### src/rtl/jts16_dump_pkg.sv
// Shared types and default widths for the capture-window sequencer.
package jts16_dump_pkg;

   localparam int unsigned FRAMEW_DEF   = 32;
   localparam int unsigned LENW_DEF     = 16;
   localparam int unsigned DL_GUARD_DEF = 1024;
   localparam int unsigned STW          = 3;

   typedef enum logic [STW-1:0] {
      IDLE    = 3'd0,
      WAIT_DL = 3'd1,
      ARMED   = 3'd2,
      CAPTURE = 3'd3,
      DONE    = 3'd4
   } dump_st_e;

endpackage

### src/rtl/jts16_dump_edge.sv
// Falling-edge detector: registers the input once and flags a 1 -> 0 transition.
module jts16_dump_edge (
   input  logic clk,
   input  logic rst_n,
   input  logic d_i,
   output logic fall_c
);

   logic d_q;

   always_ff @(posedge clk or negedge rst_n) begin
      if (!rst_n) d_q <= 1'b0;
      else        d_q <= d_i;
   end

   assign fall_c = d_q & ~d_i;

endmodule

### src/rtl/jts16_dump_seq.sv
// Capture-window sequencer: counts frames on VS falling edges and opens/closes
// the dump window from a programmed frame number or the end of ROM download.
module jts16_dump_seq
   import jts16_dump_pkg::*;
#(
   parameter int unsigned FRAMEW   = FRAMEW_DEF,
   parameter int unsigned LENW     = LENW_DEF,
   parameter int unsigned DL_GUARD = DL_GUARD_DEF
) (
   input  logic              clk,
   input  logic              rst_n,
   input  logic              vs,
   input  logic              downloading,
   input  logic              arm,
   input  logic              abort,
   input  logic              cfg_mode,
   input  logic [FRAMEW-1:0] cfg_start,
   input  logic [LENW-1:0]   cfg_len,
   output logic [FRAMEW-1:0] frame_cnt,
   output logic              dump_en,
   output logic              dump_on,
   output logic              dump_off,
   output logic              done,
   output logic [STW-1:0]    st
);

   localparam int unsigned GW = $clog2(DL_GUARD + 1);

   dump_st_e          state_q, state_d;
   logic [FRAMEW-1:0] frame_cnt_q;
   logic [LENW-1:0]   len_cnt_q;
   logic [GW-1:0]     guard_q;
   logic              mode_l_q;
   logic [FRAMEW-1:0] start_l_q;
   logic [LENW-1:0]   len_l_q;
   logic              dump_en_q, dump_on_q, dump_off_q, done_q;

   logic vs_fall_c, dl_fall_raw_c, dl_fall_c, guard_exp_c;
   logic latch_c, len_inc_c;
   logic dump_en_d, dump_on_d, dump_off_d, done_d;

   jts16_dump_edge u_vs_edge (
      .clk    (clk),
      .rst_n  (rst_n),
      .d_i    (vs),
      .fall_c (vs_fall_c)
   );

   jts16_dump_edge u_dl_edge (
      .clk    (clk),
      .rst_n  (rst_n),
      .d_i    (downloading),
      .fall_c (dl_fall_raw_c)
   );

   assign guard_exp_c = (guard_q == GW'(DL_GUARD));
   assign dl_fall_c   = dl_fall_raw_c & guard_exp_c;

   // Post-reset guard: download edges right after power-up are not trusted
   always_ff @(posedge clk or negedge rst_n) begin
      if (!rst_n)            guard_q <= '0;
      else if (!guard_exp_c) guard_q <= guard_q + GW'(1);
   end

   always_ff @(posedge clk or negedge rst_n) begin
      if (!rst_n)         frame_cnt_q <= '0;
      else if (vs_fall_c) frame_cnt_q <= frame_cnt_q + FRAMEW'(1);
   end

   always_ff @(posedge clk or negedge rst_n) begin
      if (!rst_n) begin
         state_q    <= IDLE;
         mode_l_q   <= 1'b0;
         start_l_q  <= '0;
         len_l_q    <= '0;
         len_cnt_q  <= '0;
         dump_en_q  <= 1'b0;
         dump_on_q  <= 1'b0;
         dump_off_q <= 1'b0;
         done_q     <= 1'b0;
      end else begin
         state_q    <= state_d;
         dump_en_q  <= dump_en_d;
         dump_on_q  <= dump_on_d;
         dump_off_q <= dump_off_d;
         done_q     <= done_d;
         if (latch_c) begin
            mode_l_q  <= cfg_mode;
            start_l_q <= cfg_start;
            len_l_q   <= cfg_len;
         end
         if (dump_on_d)      len_cnt_q <= '0;
         else if (len_inc_c) len_cnt_q <= len_cnt_q + LENW'(1);
      end
   end

   // Next state and next registered outputs; abort overrides every other event
   always_comb begin
      state_d   = state_q;
      latch_c   = 1'b0;
      len_inc_c = 1'b0;
      if (abort) begin
         state_d = IDLE;
      end else begin
         case (state_q)
            IDLE, DONE: begin
               if (arm) begin
                  latch_c = 1'b1;
                  state_d = cfg_mode ? WAIT_DL : ARMED;
               end
            end
            WAIT_DL: if (dl_fall_c) state_d = CAPTURE;
            ARMED:   if (vs_fall_c && (frame_cnt_q >= start_l_q)) state_d = CAPTURE;
            CAPTURE: begin
               if (vs_fall_c) begin
                  if ((len_l_q != '0) && (len_cnt_q == len_l_q - LENW'(1))) state_d = DONE;
                  else len_inc_c = 1'b1;
               end
            end
            default: state_d = IDLE;
         endcase
      end
      dump_en_d  = (state_d == CAPTURE);
      done_d     = (state_d == DONE);
      dump_on_d  = (state_d == CAPTURE) && (state_q != CAPTURE);
      dump_off_d = (state_q == CAPTURE) && (state_d != CAPTURE);
   end

   assign frame_cnt = frame_cnt_q;
   assign dump_en   = dump_en_q;
   assign dump_on   = dump_on_q;
   assign dump_off  = dump_off_q;
   assign done      = done_q;
   assign st        = state_q;

   // mode_l_q is kept as part of the latched configuration for debug visibility
   logic unused_c;
   assign unused_c = mode_l_q;

endmodule
### config.mk
export PLATFORM = sky130hd
export DESIGN_NAME = jts16_dump_seq
export DESIGN_NICKNAME = d
export VERILOG_FILES = /design/src/rtl/jts16_dump_pkg.sv /design/src/rtl/jts16_dump_edge.sv /design/src/rtl/jts16_dump_seq.sv
export SDC_FILE = /design/constraint.sdc
export NUM_CORES = 1
export LEC_CHECK = 0
export CORE_UTILIZATION = 40
export CTS_BUF_LIST = sky130_fd_sc_hd__clkbuf_4
export CTS_CLUSTER_DIAMETER = 80
export DETAILED_ROUTE_END_ITERATION = 10
export GPL_TIMING_DRIVEN = 0
export HOLD_SLACK_MARGIN = 0.02
export SYNTH_ARGS = -nofsm -noshare
export SYNTH_HDL_FRONTEND = slang
export SYNTH_SLANG_ARGS = --single-unit
### constraint.sdc
create_clock -name clk -period 2.6 [get_ports clk]
set_input_delay 0.52 -clock clk [delete_from_list [all_inputs] [get_ports clk]]
set_output_delay 0.52 -clock clk [all_outputs]
set_load 0.02 [all_outputs]
==> out/metrics.csv <==
metric;value;unit
status;finished, violations left;
violations;setup timing;
yosys_most_used_dff;dfrtp_1;
h-tree-depth;4;
row_count;45;
vdd_drop_max;0.453;mV
antenna_left;0;
place_congestion;0.869;
syn_to_final_growth;36.9;%
die-height;128;µm
yosys.area.top_type;dfrtp_1;
seq_power_share;39.6;%
dp_cells;945;
fillerInstances;1370;
dr.pass1.iters;5;
diodes;0;
wl;16.0;mm
synth_common_cells;dfrtp_1, nand2_1, inv_1, xnor2_1, o21ai_0;
clkTransAtPathRegs;0.11;ns
worstMarginPinSlew;0.871;ns
p_clk_share;30.9;%
die-area;0.0163;mm²
finalSetupViolCount;9;
ys_ff_latch;116;
fin_util;56.6;%
drt_iter0_markers;262;
grt_max_degree;82;
intPower;3.93;mW
worst_slack;-0.0522;ns
start_util;41.3;%
vias;5221;
post-place-ws;-0.743;ns
syn_inst;640;
io_pins;94;
core-area;0.0153;mm²
grt_pass1_wl;26.1;mm
required;3.04;ns
yosys-top-cells-area;dfrtp_1, ha_1, xnor2_1, nand2_1, o21ai_0;
finalClockSkew;0.0193;ns
antenna_found_initial;0;
cp-start-kind;flop;
post-route-period-util;102;%
dp.final_hpwl;11.3;mm
die_x;128;µm
postSynthNetCount;732;
rsz0062_at_grt;true;
viasPerCell;5.16;
worstHoldPathType;input port to async pin;
layoutNonFillerInstCount;1011;
worstSetupPathType;flop to flop;
fin_crit;2.65;ns
gr-usage-all-layers;20.5;%
cts_tree;done;
max-cap-violations;0;
p_leak;3.69;nW
syn_avg_cell_area;9.89;µm²
drt-wirelength-per-cell;15.9;µm
port_buffers;93;
insertion_delay;0.55;ns
synth.distinct_cells;60;
drv_slew;0;
switching_share;31.8;%
critPathCaptureType;flop;
arrival;3.09;ns
synth-edff-count;0;
regArea;0.00292;mm²
p_per_area;665;mW/mm²
synth_area;0.00633;mm²
crit_fanout;5;
drive_gt1_share;20.4;%
nets;879;
finalHoldViolCount;0;
cts_buffers;17;
p_comb_share;29.4;%
ys_warn_count;0;
yosysMostFrequentCell;dfrtp_1;
fmax;0.377;GHz
synth_seq_area_share;45.8;%
p_sw;1.83;mW
drc_errors;0;
clk_path_buf_depth;2;
max_slew_margin;41.9;%
synth-async-reset-ratio;100;%
numClockSinks;116;
multi_input_area;0.00354;mm²
grt_pass1_vias;5298;
grt.overflow.total;0;
cts_root_buf;clkbuf_4;
synth_top_cell_area_share;45.8;%
==> area by class of cell <==
cell class / instances / area share [%]
Clock inverter: 14 / 2.96
Buffer: 15 / 1.11
Sequential cell: 116 / 33.7
Inverter: 48 / 2.17
Clock buffer: 18 / 1.56
Tap cell: 211 / 3.05
Multi-Input combinational cell: 458 / 40.9
Timing Repair Buffer: 131 / 14.6
==> sequential cells by signal, indices dropped and copies added (netlist names) <==
signal and cells:
frame_cnt 32, start_l_q 32, len_cnt_q 16, len_l_q 16, guard_q 11, st 3, done 1, dump_en 1
dump_off 1, dump_on 1, u_dl_edge.d_q 1, u_vs_edge.d_q 1
==> cell families after synthesis <==
| family | after synthesis | share of synthesized area [%] |
|---|---|---|
| XOR/XNOR | 67 | 9.27 |
| adder cells (fa/ha/maj) | 37 | 7.31 |
| AND/OR/NAND/NOR | 229 | 18.5 |
| AO/OA/AOI/OAI | 108 | 11.9 |
| multiplexers | 17 | 3.00 |
| buffers and inverters | 66 | 4.11 |
| flip-flops | 116 | 45.8 |
==> metrics by stage <==
| stage | hold WS [ns] | power [mW] | cell area (µm²) | setup TNS [ns] |
|---|---|---|---|---|
| floorplan | 0.224 | 3.11 | 6340 | 0 |
| global placement | 0.475 | 3.57 | 7530 | -440.75 |
| detailed placement | 0.441 | 3.62 | 7560 | -36.32 |
| CTS | 0.420 | 5.69 | 8410 | -0.0401 |
| global route | 0.433 | 6.09 | 8670 | -2.16 |
| finish | 0.435 | 5.76 | 8670 | -0.203 |
==> critical path: stages (launching register included) <==
cell and delay (ns):
dfrtp_1 0.42, inv_2 0.07, ha_4 0.16, buf_4 0.13, o311ai_0 0.59, nand4b_1 0.24, a211oi_4 0.33, clkbuf_16 0.24
a2111oi_4 0.07, xnor2_1 0.22, nor2_1 0.07
==> metal layers <==
layer  share of wire, %  track usage (%)  up-vias  routed length (µm)
met5                  0                0        -                   0
met4                1.4             6.02        0                 230
met3                5.2             5.59       18                 837
met2                 49             34.5      125                7830
met1                 45             25.7     2530                7130
li1                   -                -     2548                   -
==> cell usage in the layout (no fill, tap or decap), types with 12 or more instances in the layout <==
cell | netlist | final
a21oi_1 | 20 | 17
and3_1 | 15 | 13
buf_4 | 0 | 33
clkbuf_4 | 0 | 18
clkdlybuf4s50_1 | 0 | 92
dfrtp_1 | 116 | 104
dfrtp_2 | 0 | 12
ha_1 | 37 | 32
inv_1 | 47 | 44
mux2_2 | 16 | 16
nand2_1 | 72 | 71
nand3_1 | 31 | 30
nand4_1 | 17 | 17
nor2_1 | 38 | 33
nor3_1 | 15 | 12
o21ai_0 | 43 | 42
xnor2_1 | 47 | 46
xor2_1 | 20 | 20
==> what timing repair did <==
action,CTS,global route
pin swaps,18,21
hold buffers,1,0
endpoints found under the setup margin,68,39
gates resized for setup,55,31
endpoints found under the hold margin,35,0
setup buffers,21,12
gates cloned,2,1
==> final timing paths <==
path | start | end | slack, ns | cells past startpoint
worst max register to register | len_l_q[0] | len_cnt_q[10] | -0.05 | 10
max in group asynchronous | rst_n | frame_cnt[10] | 1.42 | 3
worst min register to register | guard_q[5] | guard_q[5] | 0.50 | 1
min in group clk | downloading | u_dl_edge.d_q | 0.47 | 1
worst max-delay path | len_l_q[0] | len_cnt_q[10] | -0.05 | 10
worst min-delay path | rst_n | guard_q[9] | 0.44 | 2
==> power groups by stage <==
| stage | Sequential [mW] | Clock (mW) | Combinational [mW] |
|---|---|---|---|
| detailed placement | 2.32 | 0 | 1.30 |
| floorplan | 2.31 | 0 | 0.801 |
| CTS | 2.28 | 1.81 | 1.60 |
| global route | 2.32 | 1.89 | 1.87 |
| finish | 2.28 | 1.78 | 1.70 |
| global placement | 2.31 | 0 | 1.25 |
No activity file was read; power rests on OpenSTA's default activity.
